## src/rtl/shift_seq_pkg.sv

```systemverilog
// rtl/shift_seq_pkg.sv - shared state type and constants for the shift sequencer
package shift_seq_pkg;

    typedef enum logic [1:0] {
        IDLE  = 2'd0,
        LOAD  = 2'd1,
        SHIFT = 2'd2,
        DONE  = 2'd3
    } state_t;

    localparam logic       DIR_LEFT  = 1'b0;
    localparam logic       DIR_RIGHT = 1'b1;
    localparam logic [2:0] MAX_STEP  = 3'd7;

endpackage

```

## src/rtl/shift_sequencer_shifter.sv

```systemverilog
// rtl/shift_sequencer_shifter.sv - 8-bit barrel shifter register with load and fill-bit shifting
module Shifter (
    input  logic       clk,
    input  logic       load,
    input  logic [7:0] in,
    input  logic       rshift,
    input  logic       lshift,
    input  logic [2:0] shiftnum,
    input  logic       inbit,
    output logic [7:0] out
);

    // Vacated bit positions take the value of inbit.
    always_ff @(posedge clk) begin
        if (load) begin
            out <= in;
        end else if (rshift) begin
            out <= (out >> shiftnum) | (inbit ? ~(8'hFF >> shiftnum) : 8'h00);
        end else if (lshift) begin
            out <= (out << shiftnum) | (inbit ? ~(8'hFF << shiftnum) : 8'h00);
        end
    end

endmodule

```

## src/rtl/shift_sequencer.sv

```systemverilog
// rtl/shift_sequencer.sv - two-requester round-robin shift command sequencer; SHIFT_SEQ_ROTATE_EN enables rotate mode
module shift_sequencer
    import shift_seq_pkg::*;
#(
    parameter int AMT_W = 4
) (
    input  logic             clk,
    input  logic             rst_n,
    input  logic             req0_valid,
    output logic             req0_ready,
    input  logic [7:0]       req0_data,
    input  logic             req0_dir,
    input  logic [AMT_W-1:0] req0_amt,
    input  logic             req0_fill,
    input  logic             req0_rot,
    input  logic             req1_valid,
    output logic             req1_ready,
    input  logic [7:0]       req1_data,
    input  logic             req1_dir,
    input  logic [AMT_W-1:0] req1_amt,
    input  logic             req1_fill,
    input  logic             req1_rot,
    output logic             rsp_valid,
    input  logic             rsp_ready,
    output logic [7:0]       rsp_data,
    output logic             rsp_id,
    output logic             busy
);

`ifdef SHIFT_SEQ_ROTATE_EN
    localparam logic ROT_EN = 1'b1;
`else
    localparam logic ROT_EN = 1'b0;
`endif

    state_t           state, state_nxt;
    logic             ptr;
    logic             grant0, grant1, gid;
    logic             c_dir, c_fill, c_rot, c_id;
    logic [7:0]       c_data;
    logic [AMT_W-1:0] rem;
    logic [AMT_W-1:0] sel_amt;
    logic             sel_rot;
    logic             rot_mode;
    logic [2:0]       step;
    logic             sh_load, sh_rshift, sh_lshift, sh_inbit;
    logic [2:0]       sh_num;
    logic [7:0]       sh_out;

    // Pointer names the requester that wins when both are valid.
    assign grant0   = req0_valid & (~req1_valid | ~ptr);
    assign grant1   = req1_valid & (~req0_valid | ptr);
    assign gid      = grant1;
    assign sel_amt  = gid ? req1_amt : req0_amt;
    assign sel_rot  = ROT_EN & (gid ? req1_rot : req0_rot);
    assign rot_mode = ROT_EN & c_rot;

    always_comb begin
        step = sh_num_default();
        if (rot_mode) begin
            step = 3'd1;
        end else if (rem > AMT_W'(MAX_STEP)) begin
            step = MAX_STEP;
        end else begin
            step = rem[2:0];
        end
    end

    function automatic logic [2:0] sh_num_default();
        return 3'd0;
    endfunction

    always_ff @(posedge clk or negedge rst_n) begin
        if (!rst_n) begin
            state  <= IDLE;
            ptr    <= 1'b0;
            c_dir  <= DIR_LEFT;
            c_fill <= 1'b0;
            c_rot  <= 1'b0;
            c_id   <= 1'b0;
            c_data <= 8'h00;
            rem    <= '0;
        end else begin
            state <= state_nxt;
            if (state == IDLE && (grant0 || grant1)) begin
                c_dir  <= gid ? req1_dir  : req0_dir;
                c_fill <= gid ? req1_fill : req0_fill;
                c_data <= gid ? req1_data : req0_data;
                c_rot  <= sel_rot;
                c_id   <= gid;
                ptr    <= ~gid;
                // Rotation by a multiple of 8 is the identity, so only the low 3 bits count.
                rem    <= sel_rot ? (sel_amt & AMT_W'(3'd7)) : sel_amt;
            end else if (state == SHIFT) begin
                rem <= rem - AMT_W'(step);
            end
        end
    end

    always_comb begin
        state_nxt = state;
        sh_load   = 1'b0;
        sh_rshift = 1'b0;
        sh_lshift = 1'b0;
        sh_num    = 3'd0;
        sh_inbit  = c_fill;
        case (state)
            IDLE: begin
                if (grant0 || grant1) state_nxt = LOAD;
            end
            LOAD: begin
                sh_load   = 1'b1;
                state_nxt = (rem == '0) ? DONE : SHIFT;
            end
            SHIFT: begin
                sh_rshift = (c_dir == DIR_RIGHT);
                sh_lshift = (c_dir == DIR_LEFT);
                sh_num    = step;
                if (rot_mode) sh_inbit = (c_dir == DIR_RIGHT) ? sh_out[0] : sh_out[7];
                if (rem == AMT_W'(step)) state_nxt = DONE;
            end
            DONE: begin
                if (rsp_ready) state_nxt = IDLE;
            end
            default: state_nxt = IDLE;
        endcase
    end

    Shifter u_shifter (
        .clk      (clk),
        .load     (sh_load),
        .in       (c_data),
        .rshift   (sh_rshift),
        .lshift   (sh_lshift),
        .shiftnum (sh_num),
        .inbit    (sh_inbit),
        .out      (sh_out)
    );

    assign req0_ready = (state == IDLE) & grant0;
    assign req1_ready = (state == IDLE) & grant1;
    assign rsp_valid  = (state == DONE);
    assign rsp_data   = (state == DONE) ? sh_out : 8'h00;
    assign rsp_id     = (state == DONE) ? c_id : 1'b0;
    assign busy       = (state != IDLE);

endmodule

```

## config.mk

```make
export PLATFORM = sky130hd
export DESIGN_NAME = shift_sequencer
export DESIGN_NICKNAME = d
export VERILOG_FILES = /design/src/rtl/shift_seq_pkg.sv /design/src/rtl/shift_sequencer_shifter.sv /design/src/rtl/shift_sequencer.sv
export SDC_FILE = /design/constraint.sdc
export NUM_CORES = 1
export LEC_CHECK = 0
export CAP_MARGIN = 20
export CORE_ASPECT_RATIO = 2
export CORE_MARGIN = 5
export CORE_UTILIZATION = 55
export DETAILED_ROUTE_END_ITERATION = 7
export PLACE_DENSITY = 0.85
export SLEW_MARGIN = 20
export SYNTH_ARGS = -nofsm -noshare
export SYNTH_HDL_FRONTEND = slang
export SYNTH_HIERARCHICAL = 1
export SYNTH_SLANG_ARGS = --single-unit
```

## constraint.sdc

```tcl
create_clock -name clk -period 3.9 [get_ports clk]
set_input_delay 0.585 -clock clk [delete_from_list [all_inputs] [get_ports clk]]
set_output_delay 0.585 -clock clk [all_outputs]
set_load 0.02 [all_outputs]
```

==> impl_metrics.ini <==
[floorplan]
die_h_um = 98.80
die_x_um = 54.40
die_area_mm2 = 0.005374
row_count = 32
coreArea_mm2 = 0.003844
ios = 48
start_util = 0.5641

[clocking]
clk_path_buf_depth = 2
cts_sinks = 26
ctsResizeCount = 0
cts_max_level = 1
cts-buffers-inserted = 3
cts.clk_slew.worst_paths_ns = 0.09
insertion_delay_ns = 0.27
cts_setup_buffers = 0
root_buffer = clkbuf_8
cts_tree = done
cts-hold-fix-buffers = 0

[power_and_ir_drop]
power_density_mw_per_mm2 = 823.1
p_leak_nw = 1.029
vdd_drop_max_mv = 0.5208

[synth]
synth_cell_type_count = 57
ys.flop_type = dfrtp_1
yosysSeqAreaShare = 0.3185
syn-instance-count = 243
async_flop_share = 0.6923
ys_seq_elements = 26
avgSynthCellArea_um2 = 8.923
synthesis.nets = 282
synth_edf_count = 8
yosysWarnings = 6
syn_area_mm2 = 0.002168

[critical_path]
cp-end-kind = output pin
path_cells = clkdlybuf4s50_1 -> a21boi_2 -> and2_1 -> buf_4 -> clkdlybuf4s50_1
r2r_slack_ns = 0.94
rr_worst_depth = 7
cpPeakStageDelay_ns = 0.63
path_common_cell = clkdlybuf4s50_1
reg2reg_to = u_shifter/out[7]
critPathSlowestCell = clkdlybuf4s50_1
worstReg2RegStart = state[0]
worst-path-buf-inv = 3
worstSetupStartpointType = input pin
critPathMaxFanout = 9
crit_required_ns = 3.31
worstPathArrival_ns = 2.43
crit_family = buffers and inverters
startpoint = req0_valid
crit_type = in2out

[routing]
drt_pass1_iterations = 4
wire_per_inst_um = 18.24
viasPerCell = 6.087
wirelength_um = 6075
drtIter0Drc = 51
num_vias = 2027
ant_nets = 0
route.detailed.drc = 0

[timing]
rsz0062_at_grt = false
hold-worst-slack_ns = 0.4916
hold_violations = 0
min_period_ns = 3.018
setup_viol = 0
fmax_mhz = 331.4
maxSlewHeadroom = 0.4349
period_share = 0.7737
fin_setup_tns_ns = 0
max_slew.worst_pin.slew_ns = 0.8476
clock_skew_ns = 0.003375
slew_viol_final = 0

[global_route]
gr-total-overflow = 0
first_global_vias = 2141
grt_util_all_layers = 0.2542
antenna_found_initial = 0
grt_max_degree = 28
grt_pass1_wl_um = 10140

[finish]
diodes = 0
nNetsFinal = 322
area_growth_pct = 23.02
final_cell_mix = clkdlybuf4s50_1 (45), nand2_1 (41), dfrtp_1 (18)
layout_commonest_cell = clkdlybuf4s50_1
final_cells = 333
drive_gt1_frac = 0.09929

[min_path]
holdPathStages = 2
worst_hold_path_type = reg2reg
min_to = c_data[3]
worstHoldStart = c_data[3]

[place]
hpwlAfterDp_um = 4899
port_buffers = 45
placedCellCount = 329
gp_congestion = 1.021

[job]
cap_violations = 0

[status]
status = complete, no violations
[cells by family after synthesis]
logic type	count (synthesis)	share of synthesized area
AND/OR/NAND/NOR	96	0.2135
AO/OA/AOI/OAI	72	0.2591
flip-flops	26	0.3185
buffers and inverters	25	0.07098
multiplexers	20	0.1148
adder cells (fa/ha/maj)	4	0.02308
[worst reg2reg max path, stage by stage, from the launching register on]
cell and delay (ns):
dfrtp_1 0.45, inv_1 0.12, ha_1 0.36, o21a_1 0.75, mux2_1 0.39, a221oi_1 0.28
a211oi_1 0.10, a221o_1 0.28
[registers in the layout, summed over array words and instances, names as in the netlist]
| name | cells |
|---|---|
| c_data | 8 |
| c_fill | 1 |
| u_shifter/out | 8 |
| c_id | 1 |
| c_dir | 1 |
| ptr | 1 |
| rem | 4 |
| state | 2 |
[power by group]
group / switching [W] / internal, W
combinational: 0.000732 / 0.000582
sequential: 0.000188 / 0.000467
clock: 0.0000889 / 0.000137
[worst max-delay path by stage]
stage | end | slack (ns) | cells past startpoint
finish | req0_ready | 0.88 | 5
global route | u_shifter/out[7] | 0.72 | 7
CTS | req0_ready | 0.89 | 5
detailed placement | req0_ready | 0.90 | 5
global placement | req0_ready | 0.92 | 5
floorplan | u_shifter/out[7] | 1.65 | 8
[area by class of cell]
type,count,area (um^2)
multi-input cells,192,1324
fillers,303,1176
well taps,51,63.81
clock buffers,3,41.29
inverters,12,45.04
repair buffers,48,473.0
flip-flops and latches,26,690.7
clock inverters,1,30.03
[layer usage]
metal  track usage  up-vias  share of wire  wire (um)
li1              -      978              -          -
met1        0.2500      958           0.33       1978
met2        0.4626       67           0.58       3526
met3       0.02723       24          0.033        201
met4        0.1612        0          0.061        368
met5             0        -              0          0
[through the flow]
step	area, um^2	worst slack, ns	total power, W	util
after floorplan	2168	1.648	0.001572	-
after global placement	2596	0.9227	0.001919	0.6755
after detailed placement	2596	0.8962	0.001956	0.6755
after CTS	2668	0.8909	0.002184	0.6940
after global routing	2668	0.7211	0.002362	0.6940
final	2668	0.8824	0.002196	0.6940
[cell usage after synthesis, types with 4 or more instances]
library cell,instances,share of area
nand2_1,41,0.071
dfrtp_1,18,0.21
nor2_1,13,0.023
and2_1,12,0.035
inv_1,10,0.017
a21oi_1,8,0.018
edfxtp_1,8,0.11
mux2i_1,8,0.037
nand2b_1,8,0.023
a22oi_1,7,0.024
mux2_2,7,0.036
nand3_1,7,0.016
o21ai_0,7,0.016
a31oi_1,5,0.014
buf_4,5,0.017
buf_6,5,0.026
a211oi_1,4,0.014
a32oi_1,4,0.016
ha_1,4,0.023
nand3b_1,4,0.014
nor2b_1,4,0.012
o22ai_1,4,0.012
(Power assumes the default switching activity.)
